<file path="config.mk">
export PLATFORM = sky130hd
export DESIGN_NAME = bp_counter_table
export DESIGN_NICKNAME = d
export VERILOG_FILES = /design/src/rtl/bp_counter_table.sv
export SDC_FILE = /design/constraint.sdc
export NUM_CORES = 1
export LEC_CHECK = 0
export BUFFER_PORTS_ARGS = -buffer_cell sky130_fd_sc_hd__buf_4
export CORE_MARGIN = 1.5
export CORE_UTILIZATION = 61
export CTS_CLUSTER_SIZE = 28
export DETAILED_ROUTE_END_ITERATION = 10
export HOLD_SLACK_MARGIN = 0.12
export PLACE_DENSITY = 0.9
export SETUP_SLACK_MARGIN = 0.15
export SYNTH_ARGS = -nofsm -noshare
export SYNTH_HDL_FRONTEND = slang
export SYNTH_SLANG_ARGS = --single-unit
</file>
<file path="constraint.sdc">
create_clock -name clk -period 4 [get_ports clk]
set_input_delay 0.4 -clock clk [delete_from_list [all_inputs] [get_ports clk]]
set_output_delay 0.4 -clock clk [all_outputs]
set_load 0.005 [all_outputs]
</file>
<file path="src/rtl/bp_counter_table.sv">
// Branch predictor table of 2-bit counters. Lookup latency 1; updates commit 2 edges after the request.
// No backpressure: requests arriving while busy are dropped. Optional stats via BP_STATS_EN.
// Counters are swept to weak-not-taken after every reset.
module bp_counter_table #(
  parameter int LINES = 32,
  parameter int IDX_W = $clog2(LINES)
) (
  input  logic             clk,
  input  logic             rst_n,
  input  logic             guess_valid,
  input  logic [IDX_W-1:0] guess_idx,
  output logic             guess_taken,
  output logic             guess_out_valid,
  input  logic             check_valid,
  input  logic [IDX_W-1:0] check_idx,
  input  logic             check_taken,
  input  logic             check_pred,
`ifdef BP_STATS_EN
  output logic [31:0]      stat_updates,
  output logic [31:0]      stat_mispredicts,
`endif
  output logic             busy
);

  localparam int AW = $clog2(LINES);
  localparam logic [AW-1:0] LAST = AW'(LINES - 1);

  localparam logic [0:0] ST_INIT = 1'b0;
  localparam logic [0:0] ST_RUN  = 1'b1;

  logic [0:0]    state;
  logic [AW-1:0] ptr;
  logic [1:0]    tbl [LINES];

  logic          p_vld;
  logic [AW-1:0] p_idx;
  logic          p_taken;
  logic [1:0]    p_new;

  logic [AW-1:0] gidx;
  logic [AW-1:0] cidx;
  logic          fwd;

  function automatic logic [1:0] next_ctr(input logic [1:0] cur, input logic taken);
    logic [1:0] nxt;
    nxt = cur;
    if (taken) begin
      case (cur)
        2'b00:   nxt = 2'b11;
        2'b01:   nxt = 2'b00;
        default: nxt = 2'b11;
      endcase
    end else begin
      case (cur)
        2'b11:   nxt = 2'b10;
        default: nxt = 2'b01;
      endcase
    end
    return nxt;
  endfunction

  assign gidx = guess_idx[AW-1:0];
  assign cidx = check_idx[AW-1:0];
  assign busy = (state == ST_INIT);

  // The write of stage P lands on the same edge the next update is captured,
  // so a following update to the same entry already reads the chained value.
  always_comb begin
    p_new = next_ctr(tbl[p_idx], p_taken);
    fwd   = p_vld && (p_idx == gidx);
  end

  always_ff @(posedge clk) begin
    if (!rst_n) begin
      state <= ST_INIT;
      ptr   <= '0;
    end else if (state == ST_INIT) begin
      ptr <= ptr + 1'b1;
      if (ptr == LAST) begin
        state <= ST_RUN;
      end
    end
  end

  always_ff @(posedge clk) begin
    if (rst_n) begin
      if (state == ST_INIT) begin
        tbl[ptr] <= 2'b00;
      end else if (p_vld) begin
        tbl[p_idx] <= p_new;
      end
    end
  end

  always_ff @(posedge clk) begin
    if (!rst_n) begin
      p_vld   <= 1'b0;
      p_idx   <= '0;
      p_taken <= 1'b0;
    end else begin
      p_vld   <= (state == ST_RUN) && check_valid;
      p_idx   <= cidx;
      p_taken <= check_taken;
    end
  end

  // A same-cycle update is still only in flight, so the lookup sees the old value.
  always_ff @(posedge clk) begin
    if (!rst_n) begin
      guess_out_valid <= 1'b0;
      guess_taken     <= 1'b0;
    end else begin
      guess_out_valid <= (state == ST_RUN) && guess_valid;
      if ((state == ST_RUN) && guess_valid) begin
        guess_taken <= fwd ? p_new[1] : tbl[gidx][1];
      end
    end
  end

`ifdef BP_STATS_EN
  logic p_mis;

  always_ff @(posedge clk) begin
    if (!rst_n) begin
      p_mis            <= 1'b0;
      stat_updates     <= '0;
      stat_mispredicts <= '0;
    end else begin
      p_mis <= (check_pred != check_taken);
      if (p_vld) begin
        if (stat_updates != 32'hFFFF_FFFF) begin
          stat_updates <= stat_updates + 32'd1;
        end
        if (p_mis && (stat_mispredicts != 32'hFFFF_FFFF)) begin
          stat_mispredicts <= stat_mispredicts + 32'd1;
        end
      end
    end
  end
`else
  logic unused_pred;
  assign unused_pred = check_pred;
`endif

endmodule

</file>
---- Word level (Yosys, flattened, before mapping) ----
Memory sizes are Yosys's and may differ from the RTL's. A register that Yosys moved wholly into a read port is not among the register bits.
Cells that the tools add are included.
cells by class
  add/subtract/negate cells ............... 1
  eq/ne operators ......................... 4
  mux-type cells .......................... 17
  bitwise operators ....................... 1
  reductions and logical operators ........ 4
operator list
  operator                                             count
  2-to-1 mux 1 bit                                     11
  2-to-1 mux 5 bit                                     2
  2-to-1 mux 2 bit                                     4
  adder 5 x 1 -> 5 bit, second input constant          1
  equality test 5 bit                                  1
  equality test 5 bit, second input constant           1
  logical AND 1 bit                                    3
  equality test 2 x 1 -> 1 bit, second input constant  1
  equality test 2 bit, second input constant           1
  OR reduction 2 bit                                   1
  inverter 1 bit                                       1
storage, ports and cells
  flip-flop bits (word level) ............. 15
  memory bits (writable) .................. 64
  bits of input ports ..................... 16
  output and inout port bits .............. 3
  logic and storage cells ................. 35
  memories kept ........................... 1
memory list
  memory  depth  width  read ports  clocked after Yosys merged registers in  wr ports  RTL line  text
  tbl     32     2      2           1                                        1         33        logic [1:0] tbl [LINES];

---- Longest topological paths before layout ----
  depth after elaboration ................. 6
  mapped depth ............................ 9
  mapped depth without buffers ............ 7

---- Worst setup path before layout ----
OpenSTA, ideal clock, no wires.
  path type ............................... reg2reg
  start point ............................. reg, netlist name p_idx[1]
  end point ............................... mem tbl[0][1] (data pin)
  setup time .............................. 351 ps
  arrival ................................. 2429 ps
  required time ........................... 3649 ps
  setup slack ............................. 1220 ps
  stages on the path, launching flop included .. 10
  period minus slack after synthesis ...... 2780 ps
  path through ............................ dfxtp_1 -> buf_6 -> buf_12 -> mux2i_1 -> a22oi_1 -> nand4_1 -> o21ai_1 -> a211oi_1 -> mux2_4 -> nor2_1
RTL lines
  what              RTL line
  end: declaration  33

==> flow_summary.json <==
{
  "status": "finished, final reports clean",
  "syn_area_per_cell_um2": 13.7,
  "grt_util_met2_pct": 40.6,
  "die_width_um": 81.8,
  "cts.htree.levels": 3,
  "clk_latency_ps": 350,
  "rows": 28,
  "cts.sinks": 79,
  "hpwl_mm": 4.99,
  "comb_power_share_pct": 7.6,
  "clock_power_share_pct": 34.7,
  "synth_area_leaders": "edfxtp_1, mux2i_1, dfxtp_1",
  "p_sw_w": 0.000335,
  "synth_edf_count": 64,
  "grt_busiest_layer": "met2",
  "synth_most_common_cell": "edfxtp_1",
  "fill_cells": 424,
  "ys.flop_type": "edfxtp_1",
  "synth.distinct_cells": 44,
  "clock_skew_ps": 8.65,
  "die-area_mm2": 0.00669,
  "multi_input_area_mm2": 0.00140,
  "p_int_w": 0.00122,
  "routedWlPerCell_um": 20.0,
  "layout_worst_path_cycle_share_pct": 75.9,
  "seqCellArea_mm2": 0.00222,
  "slew_headroom_pct": 27.5,
  "max_cap_viol_count": 0,
  "antenna_left": 0,
  "io_buffer_count": 17,
  "cp-end-kind": "flop",
  "grt_pass1_wl_mm": 11.6,
  "syn_nets": 295,
  "p_seq_share_pct": 57.7,
  "grt_pass1_vias": 2352,
  "antenna_found_initial": 0,
  "overflow": 0,
  "dp.cells": 357,
  "cts_resized": 0,
  "drt_pass1_iterations": 5,
  "yosysTopAreaCell": "edfxtp_1",
  "cts_buffer_depth": 2,
  "async_flop_share_pct": 0,
  "clk_pin_slew_worst_paths_ps": 70,
  "cts_buffers": 9,
  "switching_share_pct": 21.5,
  "p_leak_nw": 1.45,
  "num_vias": 2373,
  "post_cts_buffers": 0,
  "area_growth_syn_to_layout_pct": 7.37,
  "synth_commonest_cells": "edfxtp_1, mux2i_1, nor2_1",
  "drc": 0,
  "rsz0062_at_grt": "no",
  "die_h_um": 81.8,
  "cts_tree": "done",
  "stdcell_count": 371,
  "fin_setup_tns_ps": 0,
  "hold_buffers": 0,
  "syn_area_mm2": 0.00379,
  "powerDensity_mw_per_mm2": 382,
  "syn_inst": 277,
  "drt_iter0_markers": 201,
  "timing.hold.ws_ps": 256,
  "crit_path_start_kind": "flop",
  "met1_usage_pct": 30.6,
  "setup_viol": 0,
  "hold_class": "primary input to flop",
  "period_minus_slack_ps": 3040,
  "grt_max_degree": 36,
  "n_antenna_cell": 0,
  "core_area_mm2": 0.00596,
  "fmax_mhz": 329,
  "peakVddDrop_mv": 0.235,
  "yosysWarnings": 0,
  "start_util_pct": 63.6,
  "grtUsageMet3_pct": 6.56,
  "place_congestion": 0.854,
  "cp.required_ps": 4050,
  "finalWirelength_mm": 7.44,
  "crit_type": "flop to flop",
  "synth_top_cell_area_share_pct": 50.7,
  "synth_seq_cells": 79,
  "vias_per_cell": 6.40,
  "worstMarginPinSlew_ps": 1080,
  "cp_data_arrival_time_ps": 3080,
  "path_max_fanout": 32,
  "hold_viol": 0,
  "track_usage_pct": 25.0,
  "num_io_pins": 19,
  "cts-root-buf": "clkbuf_8",
  "seq_area_frac_synth_pct": 58.7,
  "drive_gt1_share_pct": 15.2,
  "nets": 311,
  "drv_slew": 0
}
==> state kept, by name (all words and copies together) (netlist names) <==
name / cells
tbl: 64
p_idx: 5
ptr: 5
guess_out_valid: 1
guess_taken: 1
p_taken: 1
p_vld: 1
state: 1
==> metrics by stage <==
step                setup slack (ps)  instance area (um2)  total power [W]  utilization (%)
detailed placement               605                 3890          0.00103             65.3
finish                           964                 4070          0.00155             68.3
global placement                 797                 3890          0.00102             65.3
floorplan                       1220                 3790          0.00100                -
global route                     678                 4070          0.00159             68.3
CTS                              590                 4060          0.00156             68.2
==> placed cells by master, fill, tap and decap left out, types with 3 or more instances in the layout <==
cell type | netlist | final
nor2b_1 | 7 | 7
clkbuf_8 | 2 | 9
clkbuf_1 | 3 | 3
nand2_1 | 12 | 12
and2_1 | 10 | 10
edfxtp_1 | 64 | 64
nand4_1 | 3 | 3
mux2i_1 | 40 | 40
xor2_1 | 4 | 4
xnor2_1 | 5 | 5
inv_1 | 4 | 4
mux4_1 | 5 | 5
buf_4 | 2 | 19
mux4_2 | 4 | 4
dfxtp_1 | 15 | 14
nor2_1 | 37 | 37
nand3_1 | 8 | 8
a21oi_1 | 5 | 4
a22oi_1 | 12 | 12
==> metal layers <==
| metal | vias up | part of all wire [%] |
|---|---|---|
| li1 | 1069 | - |
| met3 | 23 | 7.7 |
| met5 | - | 0 |
| met4 | 0 | 3.7 |
| met2 | 116 | 49 |
| met1 | 1165 | 40 |
==> area by class of cell <==
type                       count  share of cell area (%)
timing repair buffer          20                    4.00
sequential                    79                    54.7
inverter                       4                   0.369
multi-input combinational    179                    34.5
clock buffer                  12                    3.32
tap                           75                    2.31
clock inverter                 2                   0.831
==> critical path, stage by stage (launching register included) <==
cell      delay [ps]
dfxtp_1          430
nor2b_1          640
a22oi_1          220
nand2_1          130
o21ai_0          110
a211oi_1         360
xnor2_1          180
a21oi_4          640
==> power by group through the flow <==
stage / combinational (W) / clock, W / sequential [W]
after floorplan: 0.0000927 / 0 / 0.000909
after global placement: 0.000111 / 0 / 0.000914
after detailed placement: 0.000115 / 0 / 0.000914
after CTS: 0.000115 / 0.000545 / 0.000896
after global routing: 0.000126 / 0.000572 / 0.000897
final: 0.000119 / 0.000539 / 0.000896
==> cell families (layout without fill, tap and decap cells) <==
logic type,after synthesis,after routing,share of synthesized area (%)
compound gates,29,29,5.55
xor+xnor,9,9,2.08
fa+ha+maj,2,2,0.661
buf+inv,19,38,4.59
flops,79,79,58.7
mux,51,51,17.1
simple gates,88,88,11.3
==> worst paths after layout <==
path / start / end / slack [ps] / cells after the start
worst max-delay path: p_idx[0]$_SDFF_PN0_ / tbl[13][0]$_DFFE_PP_ / 960 / 7
worst min-delay path: check_idx[2] / p_idx[2]$_SDFF_PN0_ / 260 / 2
worst max register to register: p_idx[0]$_SDFF_PN0_ / tbl[13][0]$_DFFE_PP_ / 960 / 7
worst min register to register: guess_taken$_SDFFE_PN0P_ / guess_taken$_SDFFE_PN0P_ / 510 / 2
Note: power is estimated with default switching activity, not from simulation.
